`src/rtl/program_sequencer.sv`:
```
// Instruction sequencer: walks pc through a program with one-cycle fetch and
// execute phases, stretches loads over LOAD_LAT cycles, and supports table-driven branches.
module program_sequencer #(
  parameter int          PCW       = 10,
  parameter int          LOAD_LAT  = 2,
  parameter logic [8:0]  HALT_WORD = 9'h1FF
) (
  input  logic           clk,
  input  logic           reset_n,
  input  logic           start,
  input  logic [8:0]     instr,
  input  logic           branch,
  input  logic [1:0]     target_sel,
  input  logic           cfg_we,
  input  logic [1:0]     cfg_idx,
  input  logic [PCW-1:0] cfg_data,
  output logic [PCW-1:0] pc,
  output logic           instr_valid,
  output logic           mem_wait,
  output logic           busy,
  output logic           done
);

  typedef enum logic [2:0] {
    IDLE    = 3'd0,
    FETCH   = 3'd1,
    EXEC    = 3'd2,
    MEMWAIT = 3'd3,
    DONE    = 3'd4
  } state_t;

  localparam logic [2:0]     OP_LOAD = 3'b101;
  localparam logic [2:0]     LAT3    = 3'(LOAD_LAT);
  localparam logic [PCW-1:0] PC_MAX  = {PCW{1'b1}};
  localparam logic [PCW-1:0] PC_ONE  = {{(PCW-1){1'b0}}, 1'b1};

  state_t         state_q, state_d;
  logic [PCW-1:0] pc_q, pc_d;
  logic [2:0]     cnt_q, cnt_d;
  logic [PCW-1:0] tbl_q [4];
  logic [PCW-1:0] tbl_d [4];
  logic           tbl_we;

  always_comb begin
    state_d = state_q;
    pc_d    = pc_q;
    cnt_d   = cnt_q;
    case (state_q)
      IDLE: begin
        pc_d = '0;
        if (start) state_d = FETCH;
      end
      FETCH: state_d = EXEC;
      EXEC: begin
        if (instr == HALT_WORD) begin
          state_d = DONE;
        end else if (instr[8:6] == OP_LOAD) begin
          state_d = MEMWAIT;
          cnt_d   = LAT3;
        end else if (branch) begin
          pc_d    = tbl_q[target_sel];
          state_d = FETCH;
        end else if (pc_q == PC_MAX) begin
          state_d = DONE;
        end else begin
          pc_d    = pc_q + PC_ONE;
          state_d = FETCH;
        end
      end
      MEMWAIT: begin
        // Counter is loaded with LOAD_LAT on entry, so leaving at 1 gives LOAD_LAT cycles.
        if (cnt_q <= 3'd1) begin
          cnt_d = '0;
          if (pc_q == PC_MAX) begin
            state_d = DONE;
          end else begin
            pc_d    = pc_q + PC_ONE;
            state_d = FETCH;
          end
        end else begin
          cnt_d = cnt_q - 3'd1;
        end
      end
      DONE: begin
        if (start) begin
          pc_d    = '0;
          state_d = FETCH;
        end
      end
      default: begin
        state_d = IDLE;
        pc_d    = '0;
        cnt_d   = '0;
      end
    endcase
  end

  always_ff @(posedge clk or negedge reset_n) begin
    if (!reset_n) begin
      state_q <= IDLE;
      pc_q    <= '0;
      cnt_q   <= '0;
    end else begin
      state_q <= state_d;
      pc_q    <= pc_d;
      cnt_q   <= cnt_d;
    end
  end

  // Table is only writable while the program is stopped, so a running branch never races a write.
  assign tbl_we = cfg_we && ((state_q == IDLE) || (state_q == DONE));

  for (genvar gi = 0; gi < 4; gi++) begin : g_tbl
    always_comb begin
      tbl_d[gi] = tbl_q[gi];
      if (tbl_we && (cfg_idx == 2'(gi))) tbl_d[gi] = cfg_data;
    end

    always_ff @(posedge clk or negedge reset_n) begin
      if (!reset_n) tbl_q[gi] <= '0;
      else          tbl_q[gi] <= tbl_d[gi];
    end
  end

  assign pc          = pc_q;
  assign instr_valid = (state_q == EXEC);
  assign mem_wait    = (state_q == MEMWAIT);
  assign busy        = (state_q == FETCH) || (state_q == EXEC) || (state_q == MEMWAIT);
  assign done        = (state_q == DONE);

endmodule

```
`config.mk`:
```
export PLATFORM = sky130hd
export DESIGN_NAME = program_sequencer
export DESIGN_NICKNAME = d
export VERILOG_FILES = /design/src/rtl/program_sequencer.sv
export SDC_FILE = /design/constraint.sdc
export NUM_CORES = 1
export LEC_CHECK = 0
export CORE_MARGIN = 1
export CORE_UTILIZATION = 35
export DETAILED_ROUTE_END_ITERATION = 7
export GPL_ROUTABILITY_DRIVEN = 0
export REMOVE_ABC_BUFFERS = 1
export SLEW_MARGIN = 25
export SYNTH_ARGS = -nofsm -noshare
export SYNTH_HDL_FRONTEND = slang
export SYNTH_SLANG_ARGS = --single-unit
```
`constraint.sdc`:
```
create_clock -name clk -period 2.91 [get_ports clk]
set_input_delay 0.582 -clock clk [delete_from_list [all_inputs] [get_ports clk]]
set_output_delay 0.582 -clock clk [all_outputs]
set_load 0.005 [all_outputs]
```
After elaboration in Yosys (flattened, before gate mapping)
Cells that the tools add are included.

Bits in registers: 56. Output and inout bits: 14.

Add/subtract/negate cells: 2. Order comparisons: 2. Equal/unequal tests: 16. Muxes and demuxes: 21. Bitwise gates (word level): 3. Reductions and logical operators: 15.

Operator list (count): 10-bit 2-to-1 mux (8); 10-bit case mux with 4 select lines (1); 3-bit 2-to-1 mux (9); 10-bit binary-select mux with 2-bit select (1); 3-bit case mux with 4 select lines (1); 10-bit by 1-bit adder with 10-bit output (second input constant) (1); 10-bit == test (second input constant) (1); 9-bit == test (second input constant) (1); 3-bit case mux with 3 select lines (1); 3-bit by 2-bit == test with 1-bit output (second input constant) (2); 3-bit == test (second input constant) (2); 2-bit by 1-bit inequality test with 1-bit output (second input constant) (3); 2-bit inequality test (second input constant) (3); 1-bit logical AND (5); 5-bit AND reduction (1); 2-bit == test (second input constant) (2); 3-bit by 1-bit == test with 1-bit output (second input constant) (1); 3-bit greater-or-equal comparator (second input constant) (1); 3-bit by 1-bit <= comparator with 1-bit output (second input constant) (1); 3-bit zero test (1); 1-bit logical OR (3); 2-bit inverter with 3-bit output (1); 3-bit AND reduction (1); 3-bit OR reduction (1); 6 further kinds (7).

Logic depth before layout (Yosys ltp)
Gate-level depths: netlist of run 1.

Depth in word-level cells: 8. Mapped depth: 9. Gate-level depth less buffers: 7.

Worst setup path before layout of run 1
OpenSTA, ideal clock, no wires.

Kind: reg-to-reg. Start: register pc_q[0] (netlist: pc[0]). End: register state_q[0]. Library setup time: 126 ps. Data arrival time: 1922 ps. Data required time: 2784 ps. Slack: 863 ps. Cell stages (with the launch flop): 7. Period minus slack after synthesis: 2047 ps. Cell sequence: dfrtp_1 -> ha_1 -> nand4_2 -> or3_1 -> buf_2 -> o32a_1 -> a221o_1.

Longest elaborated chain between the ends: 6.

RTL lines: from (decl) (RTL line 38) `logic [PCW-1:0] pc_q, pc_d;`; from (signal assigned) (RTL line 105) `pc_q <= pc_d;`; 10-bit == test * (RTL line 63, 74); 3-bit 2-to-1 mux * (RTL line 63, 74); 3-bit 2-to-1 mux (RTL line 60) `end else if (branch) begin`; 3-bit 2-to-1 mux (RTL line 57) `end else if (instr[8:6] == OP_LOAD) begin`; 3-bit 2-to-1 mux (RTL line 55) `if (instr == HALT_WORD) begin`; 3-bit case mux with 4 select lines * (RTL line 48) `case (state_q)`; to (signal assigned) (RTL line 104) `state_q <= state_d;`; to (decl) (RTL line 37) `state_t state_q, state_d;`.

Every way passes the cells marked *; elsewhere a longest branch is shown, timed or not. The select of a mux whose other input is x is not followed. A chain may end at the register's enable or synchronous reset.

Worst setup path in the final report of run 1
Start: register state_q[0]. End: output done.

Longest elaborated chain between the ends: 1.

RTL lines: 3-bit == test (RTL line 129) `assign done = (state_q == DONE);`; to (decl) (RTL line 21) `output logic done`.

Every way passes these cells.

==> results of run 1 <==
-- worst paths after layout --
path / depth (start not counted) / endpoint / slack (ns) / start
worst max-delay path: 3 / done / 0.52 / state_q[0]$_DFFE_PN0P_
worst max register to register: 5 / state_q[0]$_DFFE_PN0P_ / 0.62 / pc[0]$_DFFE_PN0P_
worst min register to register: 1 / tbl_q[2]$_DFFE_PN0P_ / 0.51 / tbl_q[2]$_DFFE_PN0P_
max in group asynchronous: 2 / tbl_q[29]$_DFFE_PN0P_ / 2.05 / reset_n
min in group clk: 1 / tbl_q[2]$_DFFE_PN0P_ / 0.51 / tbl_q[2]$_DFFE_PN0P_
worst min-delay path: 2 / tbl_q[8]$_DFFE_PN0P_ / 0.39 / reset_n
-- flip-flops by register name, indices dropped and copies added (netlist names) --
name     cells
tbl_q       40
state_q      3
pc          10
cnt_q        3
-- cell families after synthesis --
logic type,share of synthesized area (%)
adder cells (fa/ha/maj),1.31
multiplexers,25.3
flip-flops,48.8
buffers and inverters,2.35
AND/OR/NAND/NOR,11.1
AO/OA/AOI/OAI,11.2
-- cell usage in the layout (no fill, tap or decap), types with 3 or more instances in the layout --
master | synthesis | layout
o21ai_0 | 14 | 14
clkbuf_8 | 0 | 5
nand3_1 | 11 | 11
and2_1 | 3 | 3
clkdlybuf4s50_1 | 0 | 40
nand2b_1 | 3 | 3
buf_4 | 0 | 6
a22o_1 | 6 | 6
o211ai_1 | 3 | 3
inv_1 | 7 | 7
nand2_1 | 20 | 20
dfrtp_1 | 56 | 56
or3_1 | 3 | 3
mux4_2 | 10 | 10
ha_1 | 3 | 3
a31oi_1 | 3 | 3
o31ai_1 | 4 | 4
mux2_2 | 40 | 40
nor2_1 | 7 | 7
-- power breakdown --
group	leakage [nW]	switching [W]	internal [W]	total, W
Sequential	0.697	0.000243	0.00112	0.00136
Combinational	0.680	0.000444	0.000648	0.00109
Clock	0.0485	0.000265	0.000173	0.000439
-- stage by stage --
step / hold slack (ns) / utilization, % / setup WS [ns] / total power, W / std cells
global route: 0.456 / 44.6 / 0.377 / 0.00309 / 382
CTS: 0.412 / 44.6 / 0.480 / 0.00292 / 382
global placement: 0.484 / 43.5 / 0.453 / 0.00245 / 374
finish: 0.391 / 44.6 / 0.518 / 0.00289 / 382
detailed placement: 0.490 / 43.5 / 0.400 / 0.00248 / 374
floorplan: 0.286 / - / 0.720 / 0.00208 / 225
-- cells in the mapped netlist (all sizes together), types with 4 or more instances --
cell	number
inv	7
dfrtp	56
nand3	11
nand2	20
mux4	10
a22o	6
nor2	7
mux2	42
o31ai	4
buf	5
o21ai	14
-- routing by layer --
metal | part of all wire [%] | vias up | track usage [%]
met1 | 47 | 984 | 20.7
li1 | - | 972 | -
met4 | 1.7 | 0 | 4.23
met3 | 5.5 | 13 | 3.37
met5 | 0 | - | 0
met2 | 45 | 62 | 24.1
-- layout make-up --
type,instances,area [µm²]
inverters,7,26.3
clock inverters,3,22.5
fillers,767,4350
clock buffers,5,68.8
multi-input cells,162,1410
well taps,102,128
flip-flops and latches,56,1400
repair buffers,47,450
==> metrics.csv, run 1 <==
metric,value,unit
status,"complete, no violations",
syn2layout_area_growth,21.9,%
postCtsHoldBufs,0,
drtIter0Drc,80,
synthCells,233,
maxSlewViolCount,0,
async_flop_share,100,%
post-route-period-util,82.2,%
core-area,7850,µm²
finalSetupViolCount,0,
max_cap_violations,0,
worstSetupStartpointType,flop,
grt_max_degree,57,
cts_tree,built,
critPathRequiredTime,2.33,ns
synth_largest_area_cell,dfrtp_1,
cts.repair.resized,0,
via_count,2031,
placement.cell_area,3410,µm²
fp.dieH,92.6,µm
max_freq,0.418,GHz
hold_violations,0,
power_density,826,nW/µm²
synth_area_leaders,"dfrtp_1 49%, mux2_2 16%, mux4_2 7.8%",
grt_pass1_wl,10.2,mm
synth_top_area_share,48.8,%
grt_pass1_vias,2010,
die-area,8580,µm²
synth.distinct_cells,46,
synth-edff-count,0,
cp_cell_sequence,nor2_1 > and2_1 > clkdlybuf4s50_1,
critPathMaxFanout,16,
postCtsSetupRepairBufs,0,
io_buffers,41,
insertion_delay,0.31,ns
finalInstanceArea,3500,µm²
rsz0062_at_grt,false,
cts.sinks,56,
clk_pin_slew,0.10,ns
fin_setup_tns,0,ns
avgSynthCellArea,12.3,µm²
path_class,flop to primary output,
final_nets,310,
cts_buffers,5,
dp_hpwl,4.31,mm
pin_count,42,
drive_above_1_share,25.7,%
insertedDiodeCount,0,
skew,0.00504,ns
p_leak,1.43,nW
track_usage,15.1,%
synth_seq_area_share,48.8,%
relSlewSlack,52.9,%
routedWlPerCell,15.8,µm
rows,32,
start_util,36.6,%
drtAntennaViolNets,0,
crit_slowest_cell,dfrtp_1,
yosysWarnings,0,
grt-ovfl-total,0,
viasPerCell,5.32,
period_needed,2.39,ns
cp-end-kind,primary output,
path_buf_inv,1,
die_w,92.6,µm
clockRootBuffer,clkbuf_8,
cp.arrival,1.81,ns
postRouteWirelength,6.04,mm
antenna_found_initial,0,
cp_top_family,flip-flops,
hold_path_class,input port to async pin,
worst_pin_slew,0.706,ns
first_pass_iters,4,
synth_area,2870,µm²
h-tree-depth,2,
ys.flop_type,dfrtp_1,
peakVddDrop,0.383,mV
slowest_delay,0.54,ns
ys_ff_latch,56,
cts_buffer_depth,2,
drcViolationCount,0,
(Power assumes the default switching activity.)
==> inputs of run 2 (changes only) <==
==> constraint.sdc (replaced) <==
create_clock -name clk -period 2.35 [get_ports clk]
set_input_delay 0.47 -clock clk [delete_from_list [all_inputs] [get_ports clk]]
set_output_delay 0.47 -clock clk [all_outputs]
set_load 0.005 [all_outputs]
==> run 2 against run 1 <==
Net effect: final area up 2.6%; sequential share of layout area down 1.0 points; final cell count increased by 2.4%; clock skew barely moved; largest cell class unchanged.
==> metrics.csv, run 2 (synthesis gave the netlist of run 1 again) <==
metric,value,unit
status,"complete, no violations",
postCtsSetupRepairBufs,0,
first_pass_iters,4,
skew,0.00456,ns
peakVddDrop,0.440,mV
pin_count,42,
grt-busiest-layer,met2,
hold_violations,0,
final_nets,319,
clk_pin_slew,0.10,ns
antenna_found_initial,0,
maxSlewViolCount,0,
track_usage,15.4,%
drive_above_1_share,28.0,%
max_freq,0.446,GHz
die-area,8580,µm²
worstSetupStartpointType,flop,
hold_path_class,input port to async pin,
p_switching,0.00120,W
seqPwrFrac,45.5,%
largest_register_ffs,40,
insertion_delay,0.31,ns
path_class,flop to primary output,
grt.met1_usage,21.0,%
grt_pass1_vias,2043,
p_leak,1.48,nW
grt-ovfl-total,0,
reg2reg_slack,0.32,ns
placement.cell_area,3500,µm²
io_buffers,41,
power_density,1020,nW/µm²
drcViolationCount,0,
postRouteWirelength,6.23,mm
grt_pass1_wl,10.3,mm
cts_buffer_depth,2,
h-tree-depth,2,
cts.repair.resized,0,
rr_worst_depth,5,
rsz0062_at_grt,false,
critPathRequiredTime,1.88,ns
final_cell_mix,"56 x dfrtp_1, 40 x mux2_2, 40 x clkdlybuf4s50_1, 20 x nand2_1, 14 x o21ai_0",
period_needed,2.24,ns
critPathMaxFanout,9,
finalInstanceArea,3590,µm²
final_common_cell,dfrtp_1,
clkPwrFrac,15.0,%
die_w,92.6,µm
relSlewSlack,66.3,%
r2r_start,state_q[2]$_DFFE_PN0P_,
fp.dieH,92.6,µm
use_met2,25.1,%
post-route-period-util,95.5,%
insertedDiodeCount,0,
r2r-end,pc[6]$_DFFE_PN0P_,
start_util,36.6,%
cts_tree,built,
p_comb_share,39.4,%
clockRootBuffer,clkbuf_8,
swShare,32.8,%
p_int,0.00245,W
drtAntennaViolNets,0,
cts_buffers,5,
routedWlPerCell,15.9,µm
use_met3,3.12,%
top_register,tbl_q,
drtIter0Drc,77,
postCtsHoldBufs,0,
cts.sinks,56,
max_cap_violations,0,
grt_max_degree,57,
worst_pin_slew,0.504,ns
syn2layout_area_growth,25.1,%
core-area,7850,µm²
cp-end-kind,primary output,
fin_setup_tns,0,ns
cp.arrival,1.77,ns
rows,32,
viasPerCell,5.39,
via_count,2108,
finalSetupViolCount,0,
dp_hpwl,4.39,mm
==> run 2: cell count changes in the layout (fill, tap and decap cells not counted), sizes merged <==
cell,previous run,this run
buf,7,16
==> run 2: per-stage QoR <==
| step | utilization [%] | hold WS [ns] | setup slack (ns) | total power, W | instances |
|---|---|---|---|---|---|
| after floorplan | - | 0.174 | 0.160 | 0.00257 | 225 |
| after global placement | 44.6 | 0.484 | 0.0424 | 0.00309 | 383 |
| after detailed placement | 44.6 | 0.488 | 0.0257 | 0.00313 | 383 |
| after CTS | 45.8 | 0.151 | 0.0985 | 0.00368 | 391 |
| after global routing | 45.8 | 0.155 | 0.0143 | 0.00389 | 391 |
| final | 45.8 | 0.139 | 0.107 | 0.00365 | 391 |
==> run 2: cell type report <==
cell class                 count  area [µm²]
clock buffer                   5        68.8
fill                         748        4250
clock inverter                 3        22.5
timing repair buffer          56         543
tap                          102         128
inverter                       7        26.3
sequential                    56        1400
multi-input combinational    162        1410
==> run 2: how the worst max path moves through the flow <==
stage / start / endpoint / slack, ns / cells past startpoint
3_5_place_dp: instr[1] / pc[9]$_DFFE_PN0P_ / 0.03 / 6
4_1_cts: state_q[2]$_DFFE_PN0P_ / instr_valid / 0.1 / 3
3_3_place_gp: instr[2] / pc[9]$_DFFE_PN0P_ / 0.04 / 6
6_report: state_q[2]$_DFFE_PN0P_ / mem_wait / 0.11 / 3
5_1_grt: state_q[2]$_DFFE_PN0P_ / mem_wait / 0.01 / 3
2_1_floorplan: state_q[0]$_DFFE_PN0P_ / tbl_q[20]$_DFFE_PN0P_ / 0.16 / 4
==> run 2: critical path, stage by stage, from the launching register on <==
cell and delay [ns]:
dfrtp_1 0.49, nor2b_1 0.28, and2_1 0.20, clkdlybuf4s50_1 0.50
==> run 2: power by group through the flow <==
| stage | Sequential [W] | Combinational (W) | Clock (W) |
|---|---|---|---|
| 6_report | 0.00166 | 0.00144 | 0.000549 |
| 5_1_grt | 0.00172 | 0.00156 | 0.000601 |
| 4_1_cts | 0.00166 | 0.00145 | 0.000569 |
| 3_5_place_dp | 0.00168 | 0.00145 | 0 |
| 3_3_place_gp | 0.00167 | 0.00142 | 0 |
| 2_1_floorplan | 0.00162 | 0.000957 | 0 |
==> run 2: routing by layer <==
metal,part of all wire [%],vias up,wire [µm]
met4,0.67,0,42
met2,48,50,3010
li1,-,991,-
met5,0,-,0
met3,4.0,4,246
met1,47,1063,2930
